## config.mk

```make
export PLATFORM = sky130hd
export DESIGN_NAME = spi_slave_cs
export DESIGN_NICKNAME = d
export VERILOG_FILES = /design/src/rtl/spi_slave_cs.sv
export SDC_FILE = /design/constraint.sdc
export NUM_CORES = 1
export LEC_CHECK = 0
export BUFFER_PORTS_ARGS = -buffer_cell sky130_fd_sc_hd__buf_2
export CORE_MARGIN = 1.5
export CORE_UTILIZATION = 55
export CTS_CLUSTER_DIAMETER = 120
export CTS_CLUSTER_SIZE = 25
export DETAILED_ROUTE_END_ITERATION = 8
export PLACE_DENSITY = 0.85
export REMOVE_ABC_BUFFERS = 1
export SLEW_MARGIN = 30
export SYNTH_ARGS = -nofsm -noshare
export SYNTH_HDL_FRONTEND = slang
export SYNTH_SLANG_ARGS = --single-unit
```

## constraint.sdc

```tcl
create_clock -name system_clk -period 2.2 [get_ports system_clk]
set_input_delay 0.11 -clock system_clk [delete_from_list [all_inputs] [get_ports system_clk]]
set_output_delay 0.11 -clock system_clk [all_outputs]
set_load 0.1 [all_outputs]
```

## src/rtl/spi_slave_cs.sv

```systemverilog
// SPI responder with chip-select framing: synchronises SCK/CS_n/MOSI into system_clk,
// shifts bytes MSB-first both ways, one-byte TX holding buffer, per-byte RX strobe, frame byte count.
module spi_slave_cs #(
    parameter int unsigned  SPI_MODE         = 0,
    parameter int unsigned  MAX_BYTES_PER_CS = 2,
    parameter logic [7:0]   IDLE_TX_BYTE     = 8'hFF,
    localparam int unsigned CW               = $clog2(MAX_BYTES_PER_CS + 1)
) (
    input  logic          system_clk,
    input  logic          reset,
    input  logic [7:0]    TX_Byte,
    input  logic          TX_valid,
    output logic          TX_ready,
    output logic          o_TX_underrun,
    output logic [7:0]    RX_Byte,
    output logic          RX_valid,
    output logic [CW-1:0] o_RX_Count,
    output logic          o_CS_active,
    input  logic          SPI_Clk,
    input  logic          SPI_CS_n,
    input  logic          SPI_MOSI,
    output logic          SPI_MISO,
    output logic          SPI_MISO_oe
);

    localparam logic CPOL = SPI_MODE[1];
    localparam logic CPHA = SPI_MODE[0];

    typedef enum logic {
        IDLE   = 1'b0,
        ACTIVE = 1'b1
    } state_t;

    logic       sck_meta, sck_sync, sck_prev;
    logic       cs_meta, cs_sync, cs_prev;
    logic       mosi_meta, mosi_sync;
    logic [1:0] sync_fill;
    logic       armed;

    state_t        state, state_n;
    logic [2:0]    bit_cnt, bit_cnt_n;
    logic [6:0]    rx_shift, rx_shift_n;
    logic [7:0]    tx_shift, tx_shift_n;
    logic [7:0]    buf_data, buf_data_n;
    logic          tx_ready_n;
    logic [7:0]    rx_byte_n;
    logic          rx_valid_n;
    logic          underrun_n;
    logic [CW-1:0] count_n;
    logic          byte_start;

    logic lead_edge, trail_edge, sample_edge, drive_edge;
    logic cs_fall, cs_rise, buf_write;

    // Input synchronisers; armed blocks a frame already in progress when reset is released
    always_ff @(posedge system_clk or negedge reset) begin
        if (!reset) begin
            sck_meta  <= CPOL;
            sck_sync  <= CPOL;
            sck_prev  <= CPOL;
            cs_meta   <= 1'b1;
            cs_sync   <= 1'b1;
            cs_prev   <= 1'b1;
            mosi_meta <= 1'b0;
            mosi_sync <= 1'b0;
            sync_fill <= 2'b00;
            armed     <= 1'b0;
        end else begin
            sck_meta  <= SPI_Clk;
            sck_sync  <= sck_meta;
            sck_prev  <= sck_sync;
            cs_meta   <= SPI_CS_n;
            cs_sync   <= cs_meta;
            cs_prev   <= cs_sync;
            mosi_meta <= SPI_MOSI;
            mosi_sync <= mosi_meta;
            sync_fill <= {sync_fill[0], 1'b1};
            armed     <= armed | (sync_fill[1] & cs_sync);
        end
    end

    assign lead_edge   = (sck_sync != CPOL) && (sck_prev == CPOL);
    assign trail_edge  = (sck_sync == CPOL) && (sck_prev != CPOL);
    assign sample_edge = CPHA ? trail_edge : lead_edge;
    assign drive_edge  = CPHA ? lead_edge : trail_edge;
    assign cs_fall     = armed & cs_prev & ~cs_sync;
    assign cs_rise     = ~cs_prev & cs_sync;
    assign buf_write   = TX_valid & TX_ready;

    // Next-state and datapath update
    always_comb begin
        state_n    = state;
        bit_cnt_n  = bit_cnt;
        rx_shift_n = rx_shift;
        tx_shift_n = tx_shift;
        buf_data_n = buf_data;
        tx_ready_n = TX_ready;
        rx_byte_n  = RX_Byte;
        rx_valid_n = 1'b0;
        underrun_n = 1'b0;
        count_n    = o_RX_Count;
        byte_start = 1'b0;

        case (state)
            IDLE: begin
                if (cs_fall) begin
                    state_n    = ACTIVE;
                    count_n    = '0;
                    bit_cnt_n  = 3'd0;
                    byte_start = ~CPHA;
                end
            end
            ACTIVE: begin
                if (cs_rise) begin
                    state_n   = IDLE;
                    bit_cnt_n = 3'd0;
                end else begin
                    if (sample_edge) begin
                        rx_shift_n = {rx_shift[5:0], mosi_sync};
                        bit_cnt_n  = bit_cnt + 3'd1;
                        if (bit_cnt == 3'd7) begin
                            rx_byte_n  = {rx_shift, mosi_sync};
                            rx_valid_n = 1'b1;
                            if (o_RX_Count != CW'(MAX_BYTES_PER_CS)) begin
                                count_n = o_RX_Count + CW'(1);
                            end
                        end
                    end
                    // bit_cnt is 0 on a drive edge only before a byte's first sample
                    if (drive_edge) begin
                        if (bit_cnt == 3'd0) begin
                            byte_start = 1'b1;
                        end else begin
                            tx_shift_n = {tx_shift[6:0], 1'b0};
                        end
                    end
                end
            end
            default: state_n = IDLE;
        endcase

        if (buf_write) begin
            buf_data_n = TX_Byte;
            tx_ready_n = 1'b0;
        end

        // A write landing with an empty buffer at byte start is kept for the next byte
        if (byte_start) begin
            if (!TX_ready) begin
                tx_shift_n = buf_data;
                tx_ready_n = 1'b1;
            end else begin
                tx_shift_n = IDLE_TX_BYTE;
                underrun_n = 1'b1;
            end
        end
    end

    always_ff @(posedge system_clk or negedge reset) begin
        if (!reset) begin
            state         <= IDLE;
            bit_cnt       <= 3'd0;
            rx_shift      <= 7'd0;
            tx_shift      <= 8'd0;
            buf_data      <= 8'd0;
            TX_ready      <= 1'b1;
            RX_Byte       <= 8'd0;
            RX_valid      <= 1'b0;
            o_TX_underrun <= 1'b0;
            o_RX_Count    <= '0;
            o_CS_active   <= 1'b0;
            SPI_MISO      <= 1'b0;
            SPI_MISO_oe   <= 1'b0;
        end else begin
            state         <= state_n;
            bit_cnt       <= bit_cnt_n;
            rx_shift      <= rx_shift_n;
            tx_shift      <= tx_shift_n;
            buf_data      <= buf_data_n;
            TX_ready      <= tx_ready_n;
            RX_Byte       <= rx_byte_n;
            RX_valid      <= rx_valid_n;
            o_TX_underrun <= underrun_n;
            o_RX_Count    <= count_n;
            o_CS_active   <= (state_n == ACTIVE);
            SPI_MISO      <= (state_n == ACTIVE) & tx_shift_n[7];
            SPI_MISO_oe   <= (state_n == ACTIVE);
        end
    end

endmodule
```

# [Word-level counts from Yosys, hierarchy flattened]
# Cells that the tools add are included.
[classes] add_sub_neg=2 n_eq_ne=10 n_mux=32 bitwise_logic=13 n_reduce_logical=10
[op_table] cell="$mux 8" n=6
[op_table] cell="$mux 1" n=14
[op_table] cell="$mux 2" n=5
[op_table] cell="$ne 2x2->1 const B" n=5
[op_table] cell="$mux 3" n=3
[op_table] cell="$reduce_and 4->1" n=2
[op_table] cell="$and 1x1->1" n=6
[op_table] cell="$ne 2x1->1 const B" n=3
[op_table] cell="$not 1->1" n=6
[op_table] cell="$pmux 3 s2" n=1
[op_table] cell="$reduce_and 5->1" n=1
[op_table] cell="$pmux 1 s2" n=2
[op_table] cell="$pmux 2 s2" n=1
[op_table] cell="$reduce_bool 2->1" n=2
[op_table] cell="$add 3x1->3 const B" n=1
[op_table] cell="$eq 3x3->1 const B" n=1
[op_table] cell="$logic_not 3->1" n=1
[op_table] cell="$ne 3x1->1 const B" n=1
[op_table] cell="$reduce_and 3->1" n=1
[op_table] cell="$add 2x1->2 const B" n=1
[op_table] cell="$logic_and 1x1->1" n=2
[op_table] cell="$reduce_and 2->1" n=1
[op_table] cell="$or 1x1->1" n=1
[word_totals] reg_bits=52 input_bits=14 output_inout_bits=16 word_cells=89

# [Depth between registers and ports, before layout]
[depth] ltp_word=7 ltp_mapped=6 ltp_nobuf=6

# [Worst setup path after synthesis]
# OpenSTA, ideal clock, no wires.
[synth_path] kind="register to register" start="register state" end="register tx_shift[1]" setup_ns=0.134 t_arrival_ns=1.825 required_ns=2.066 path_slack_ns=0.240 stages_incl_launch_ff=6 path_buffers=2 period_less_slack_ns=1.960 cell_sequence="dfrtp_1 -> buf_2 -> and3_4 -> buf_8 -> mux2i_1 -> a21oi_1"
[synth_between] elab_chain_cells=4 elab_cells_between_ends=8 classes_between="eq/ne: 2; mux: 2; bitwise: 1; reduce/logical: 3"
[synth_rtl] item="start, declared" line_no="40" rtl="state_t state, state_n;"
[synth_rtl] item="start signal, assigned" line_no="175" rtl="state <= state_n;"
[synth_rtl] item="$not 1->1"
[synth_rtl] item="$pmux 1 s2" line_no="104" rtl="case (state)"
[synth_rtl] item="$ne 2x2->1 (no source line) or $reduce_bool 2->1 (tied branches)"
[synth_rtl] item="$reduce_and 4->1 (no source line)"
[synth_rtl] item="end signal, assigned" line_no="178" rtl="tx_shift <= tx_shift_n;"
[synth_rtl] item="end, declared" line_no="43" rtl="logic [7:0] tx_shift, tx_shift_n;"
# Several ways; a longest one is shown, not always the timed one.
# A chain may end at the register's enable or synchronous reset.

# [Worst setup path in the final report]
[layout_path] start="register cs_prev" end="register tx_shift[6]"
[layout_between] elab_chain_cells=6 elab_cells_between_ends=13 classes_between="eq/ne: 2; mux: 4; bitwise: 4; reduce/logical: 3"
[layout_rtl] item="start, declared" line_no="35" rtl="logic cs_meta, cs_sync, cs_prev;"
[layout_rtl] item="start signal, assigned" line_no="74" rtl="cs_prev <= cs_sync;"
[layout_rtl] item="$and 1x1->1 or $not 1->1 (tied branches)" line_no="86, 87"
[layout_rtl] item="$and 1x1->1 (on tied branches)" line_no="86, 87"
[layout_rtl] item="$mux 1 (on tied branches)" line_no="106, 114"
[layout_rtl] item="$pmux 1 s2" line_no="104"
[layout_rtl] item="$ne 2x2->1 (no source line) or $reduce_bool 2->1 (tied branches)"
[layout_rtl] item="$reduce_and 4->1 (no source line)"
# Several ways; a longest one is shown, not always the timed one.

==> results_tabular.tex <==
\begin{tabular}{lr}
\hline
Metric & Value \\
\hline
\multicolumn{2}{l}{\textbf{Synthesis}} \\
\quad Proportion of synthesized chip area in sequential cells & between 60 and 70\% \\
\quad Synth top area share & 56.67\% \\
\quad Post-Synthesis Cell Area & $\sim$0.0021 sq mm \\
\quad Synthesis warning total & 0 \\
\quad Largest cells by area after synthesis & sky130\_fd\_sc\_hd\_\_dfrtp\_1 57\%, sky130\_fd\_sc\_hd\_\_mux2\_2 6.9\%, sky130\_fd\_sc\_hd\_\_dfstp\_2 5.0\%, sky130\_fd\_sc\_hd\_\_nand2\_1 4.4\%, sky130\_fd\_sc\_hd\_\_mux2i\_1 3.8\% \\
\quad Synth Instances & 170 \\
\quad Largest area contributor in the netlist & sky130\_fd\_sc\_hd\_\_dfrtp\_1 \\
\quad Library cells used by synthesis & 35 \\
\quad Synthesized area divided by synthesized cell count & 12.47 sq um \\
\quad Synthesized flop and latch total & between 50 and 60 \\
\multicolumn{2}{l}{\textbf{Drt}} \\
\quad Starting DRC count in detailed routing & $\sim$80 \\
\quad Via-to-Cell Ratio & just over 5 \\
\quad Count of antenna-violating nets left after detailed routing & 0 \\
\quad Routed WL per cell & about 13 microns \\
\quad Detailed-routing iteration count for the pre-antenna-repair pass & 5 \\
\quad Total DRC errors in the routed layout & 0 \\
\quad DR vias & 1,319 \\
\quad Routed wire length & about 3200 microns \\
\multicolumn{2}{l}{\textbf{Setup path}} \\
\quad Crit Path Class & reg2reg \\
\quad Endpoint kind of the worst setup timing path & flip-flop \\
\quad Critical Path, Cell by Cell & nand2b\_1 -> and3\_4 -> mux2i\_1 -> a21oi\_1 \\
\quad Slowest cell on the critical path & sky130\_fd\_sc\_hd\_\_dfstp\_2 \\
\quad Maximum net fanout on the critical path & 8 \\
\quad WP data arrival & 1.84 ns \\
\quad Worst endpoint required time & 2.38 ns \\
\quad Largest stage delay on the critical path & between 0.5 and 0.6 ns \\
\quad Worst Setup Start Kind & flip-flop \\
\multicolumn{2}{l}{\textbf{Placed design}} \\
\quad Placer congestion estimate & approximately 0.73 \\
\quad Number of port buffers & 29 \\
\quad Post-detailed-placement half-perimeter wirelength & between 2000 and 2500 microns \\
\quad Placed standard-cell area & roughly 0.0023 sq mm \\
\quad Worst slack at placement & 0.5496 ns \\
\multicolumn{2}{l}{\textbf{Run status}} \\
\quad Status & complete, no violations \\
\multicolumn{2}{l}{\textbf{Die}} \\
\quad Width of the chip & approximately 65 microns \\
\quad CORE AREA & between 0.003 and 0.004 sq mm \\
\quad Area enclosed by the die boundary & about 0.0042 sq mm \\
\quad Die height & around 65 microns \\
\quad Count of pins on the block boundary & 30 \\
\quad Initial core utilization & a little under three fifths \\
\quad Cell row count & 22 \\
\multicolumn{2}{l}{\textbf{Timing}} \\
\quad FMAX & roughly 0.6 GHz \\
\quad Worst Max-Slew Pin Slew & around 0.6 ns \\
\quad Setup violation total in the final timing report & 0 \\
\quad Min setup slack post-route & 0.5321 ns \\
\quad Hold violation total from the final report & 0 \\
\quad Crit share post-route & around three quarters \\
\quad Final critical-path required period & roughly 1.7 ns \\
\quad Fin. max-slew vios & 0 \\
\quad Worst max-slew margin expressed relative to the limit & around three fifths \\
\quad Clock tree skew after final layout & roughly 0.0053 ns \\
\quad Unrepaired setup endpoints after global routing & false \\
\multicolumn{2}{l}{\textbf{Finish}} \\
\quad Diodes inserted & 0 \\
\quad Final non-filler cell area & roughly 0.0024 sq mm \\
\quad Filler cells & 274 \\
\quad FF+latch area & approximately 0.0013 sq mm \\
\quad Fraction of final layout cells with drive strength greater than 1 & about a third \\
\quad Final standard cell utilization of the core & between 60 and 70\% \\
\quad Layout-stage area growth over the synthesis result & 15.11\% \\
\quad Number of nets at the end of the flow & about 220 \\
\quad Area of the multi-input gates & between 700 and 800 sq um \\
\multicolumn{2}{l}{\textbf{Global routing}} \\
\quad Maximum number of pins on one net before global-route repair & 53 \\
\quad Overall overflow remaining after global route & 0 \\
\quad Overall Global Routing Usage & between 10\% and 20\% \\
\quad Number of global-route vias before repair & around 1,300 \\
\quad Global-route wire length before repair & $\sim$5600 microns \\
\quad Antenna violations before repair & 0 \\
\multicolumn{2}{l}{\textbf{Clock network}} \\
\quad Number of H-tree levels & 2 \\
\quad CTS-repair resized insts & 0 \\
\quad CTS tree & yes \\
\quad Clock Root Buffer & sky130\_fd\_sc\_hd\_\_clkbuf\_8 \\
\quad Number of buffers inserted by post-CTS setup repair & 0 \\
\quad Reg clk slew, reported paths & 0.09 ns \\
\quad Number of buffers between clock root and the deepest sink & 2 \\
\quad Quantity of hold-fixing buffers added after cts & 4 \\
\quad Clock latency reported for the late side of the worst-skew pair & $\sim$0.30 ns \\
\quad Clock buffers created by TritonCTS & 5 \\
\quad Clock sink count & 52 \\
\multicolumn{2}{l}{\textbf{Hold path}} \\
\quad Min-delay worst type & in2reg \\
\multicolumn{2}{l}{\textbf{Pwr}} \\
\quad Clock share of power & between 20\% and 30\% \\
\quad Leakage power & roughly 1.2 nW \\
\quad Worst supply voltage drop on vdd & 0.7045 mV \\
\quad Net Sw Power & between 0.7 and 0.8 mW \\
\quad Share of power burned in registers & around half \\
\quad Gate power share & a little under a quarter \\
\quad Power Density & about 1000 mW/mm\^{}2 \\
\quad Post-layout power & approximately 2.5 mW \\
\quad Cell internal pwr & approximately 1.8 mW \\
\quad Switching share of total power & 31.14\% \\
\multicolumn{2}{l}{\textbf{Flow run}} \\
\quad Max-cap violation count & 0 \\
\hline
\end{tabular}
==> synth_stat cells, drive strengths merged <==
library cell,instances
dfrtp,48
nand2,25
mux2,17
nor2,13
a21oi,9
mux2i,8
inv,6
or2,6
buf,5
dfstp,4
ha,4
nand3,4
o21ai,4
a22o,2
and3,2
nor2b,2
a21boi,1
a21o,1
a311o,1
a32oi,1
and2b,1
and4bb,1
conb,1
nand2b,1
nand4,1
nor4bb,1
o31ai,1
==> layout make-up <==
class	instances	share of cell area, %
timing repair buffer	34	7.897
sequential	52	53.54
multi-input combinational	107	30.77
inverter	6	0.9231
clock buffer	6	2.974
clock inverter	2	1.436
tap	48	2.462
==> final timing paths <==
check / startpoint / end / slack, ns / cells after the start
hold / removal: TX_Byte[0] / buf_data[0] / 0.03 / 2
max in group asynchronous: reset / tx_shift[1] / 1.34 / 3
setup reg to reg: cs_prev / tx_shift[6] / 0.53 / 4
hold reg to reg: sck_meta / sck_sync / 0.36 / 0
min in group asynchronous: reset / sck_sync / 0.46 / 3
setup / recovery: cs_prev / tx_shift[6] / 0.53 / 4
==> registers in the layout, indices dropped and copies added, names as in the netlist, 2 cells and up <==
| register | count |
|---|---|
| o_RX_Count | 2 |
| rx_shift | 7 |
| RX_Byte | 8 |
| tx_shift | 8 |
| buf_data | 8 |
| sync_fill | 2 |
| bit_cnt | 3 |
==> layer usage <==
metal,vias up,global-route usage (%),part of all wire [%]
met4,0,4.688,0.22
met3,2,6.944,5.3
met1,635,20.85,46
met5,-,0,0
met2,34,30.15,49
li1,648,-,-
==> power by group through the flow <==
stage	clock [mW]	combinational, mW	sequential, mW
floorplan	0	0.319	1.47
global placement	0	0.572	1.33
detailed placement	0	0.592	1.34
CTS	0.650	0.598	1.32
global route	0.690	0.648	1.36
finish	0.630	0.592	1.32
==> worst max-delay path, delay by kind of cell, from the launching register on <==
kind            cells  cell delay (ns)
compound gates      1             0.09
flops               1             0.56
mux                 1             0.23
simple gates        2             0.65
==> cells in the final DEF, fill, tap and decap left out, types with 2 or more instances in the layout <==
master                           n
sky130_fd_sc_hd__buf_2          29
sky130_fd_sc_hd__nor2_1         12
sky130_fd_sc_hd__dfrtp_1        48
sky130_fd_sc_hd__nor2b_1         2
sky130_fd_sc_hd__a21oi_1         8
sky130_fd_sc_hd__o21ai_1         3
sky130_fd_sc_hd__a22o_1          2
sky130_fd_sc_hd__mux2_2         13
sky130_fd_sc_hd__or2_2           6
sky130_fd_sc_hd__mux2i_1         8
sky130_fd_sc_hd__clkbuf_8        5
sky130_fd_sc_hd__inv_1           5
sky130_fd_sc_hd__dlygate4sd3_1   4
sky130_fd_sc_hd__nand2_1        25
sky130_fd_sc_hd__dfstp_2         4
sky130_fd_sc_hd__mux2_1          4
sky130_fd_sc_hd__nand3_1         4
sky130_fd_sc_hd__ha_1            4
==> per-stage QoR <==
stage | instances | hold slack (ns) | TNS, ns
6_report | 255 | 0.02791 | 0
5_1_grt | 255 | 0.01824 | 0
4_1_cts | 255 | 0.01663 | 0
3_5_place_dp | 243 | 0.2165 | 0
3_3_place_gp | 243 | 0.2152 | 0
2_1_floorplan | 165 | -0.1856 | -11.31
==> logic make-up (layout without fill, tap and decap cells) <==
family | count (synthesis) | in the layout | synth area share [%]
simple gates | 57 | 57 | 13.70
fa+ha+maj | 4 | 4 | 2.361
mux | 25 | 25 | 12.81
flops | 52 | 52 | 61.63
buf+inv | 11 | 48 | 2.951
compound gates | 20 | 20 | 6.376
other cells | 1 | 1 | 0.1769
Note: power is estimated with default switching activity, not from simulation.
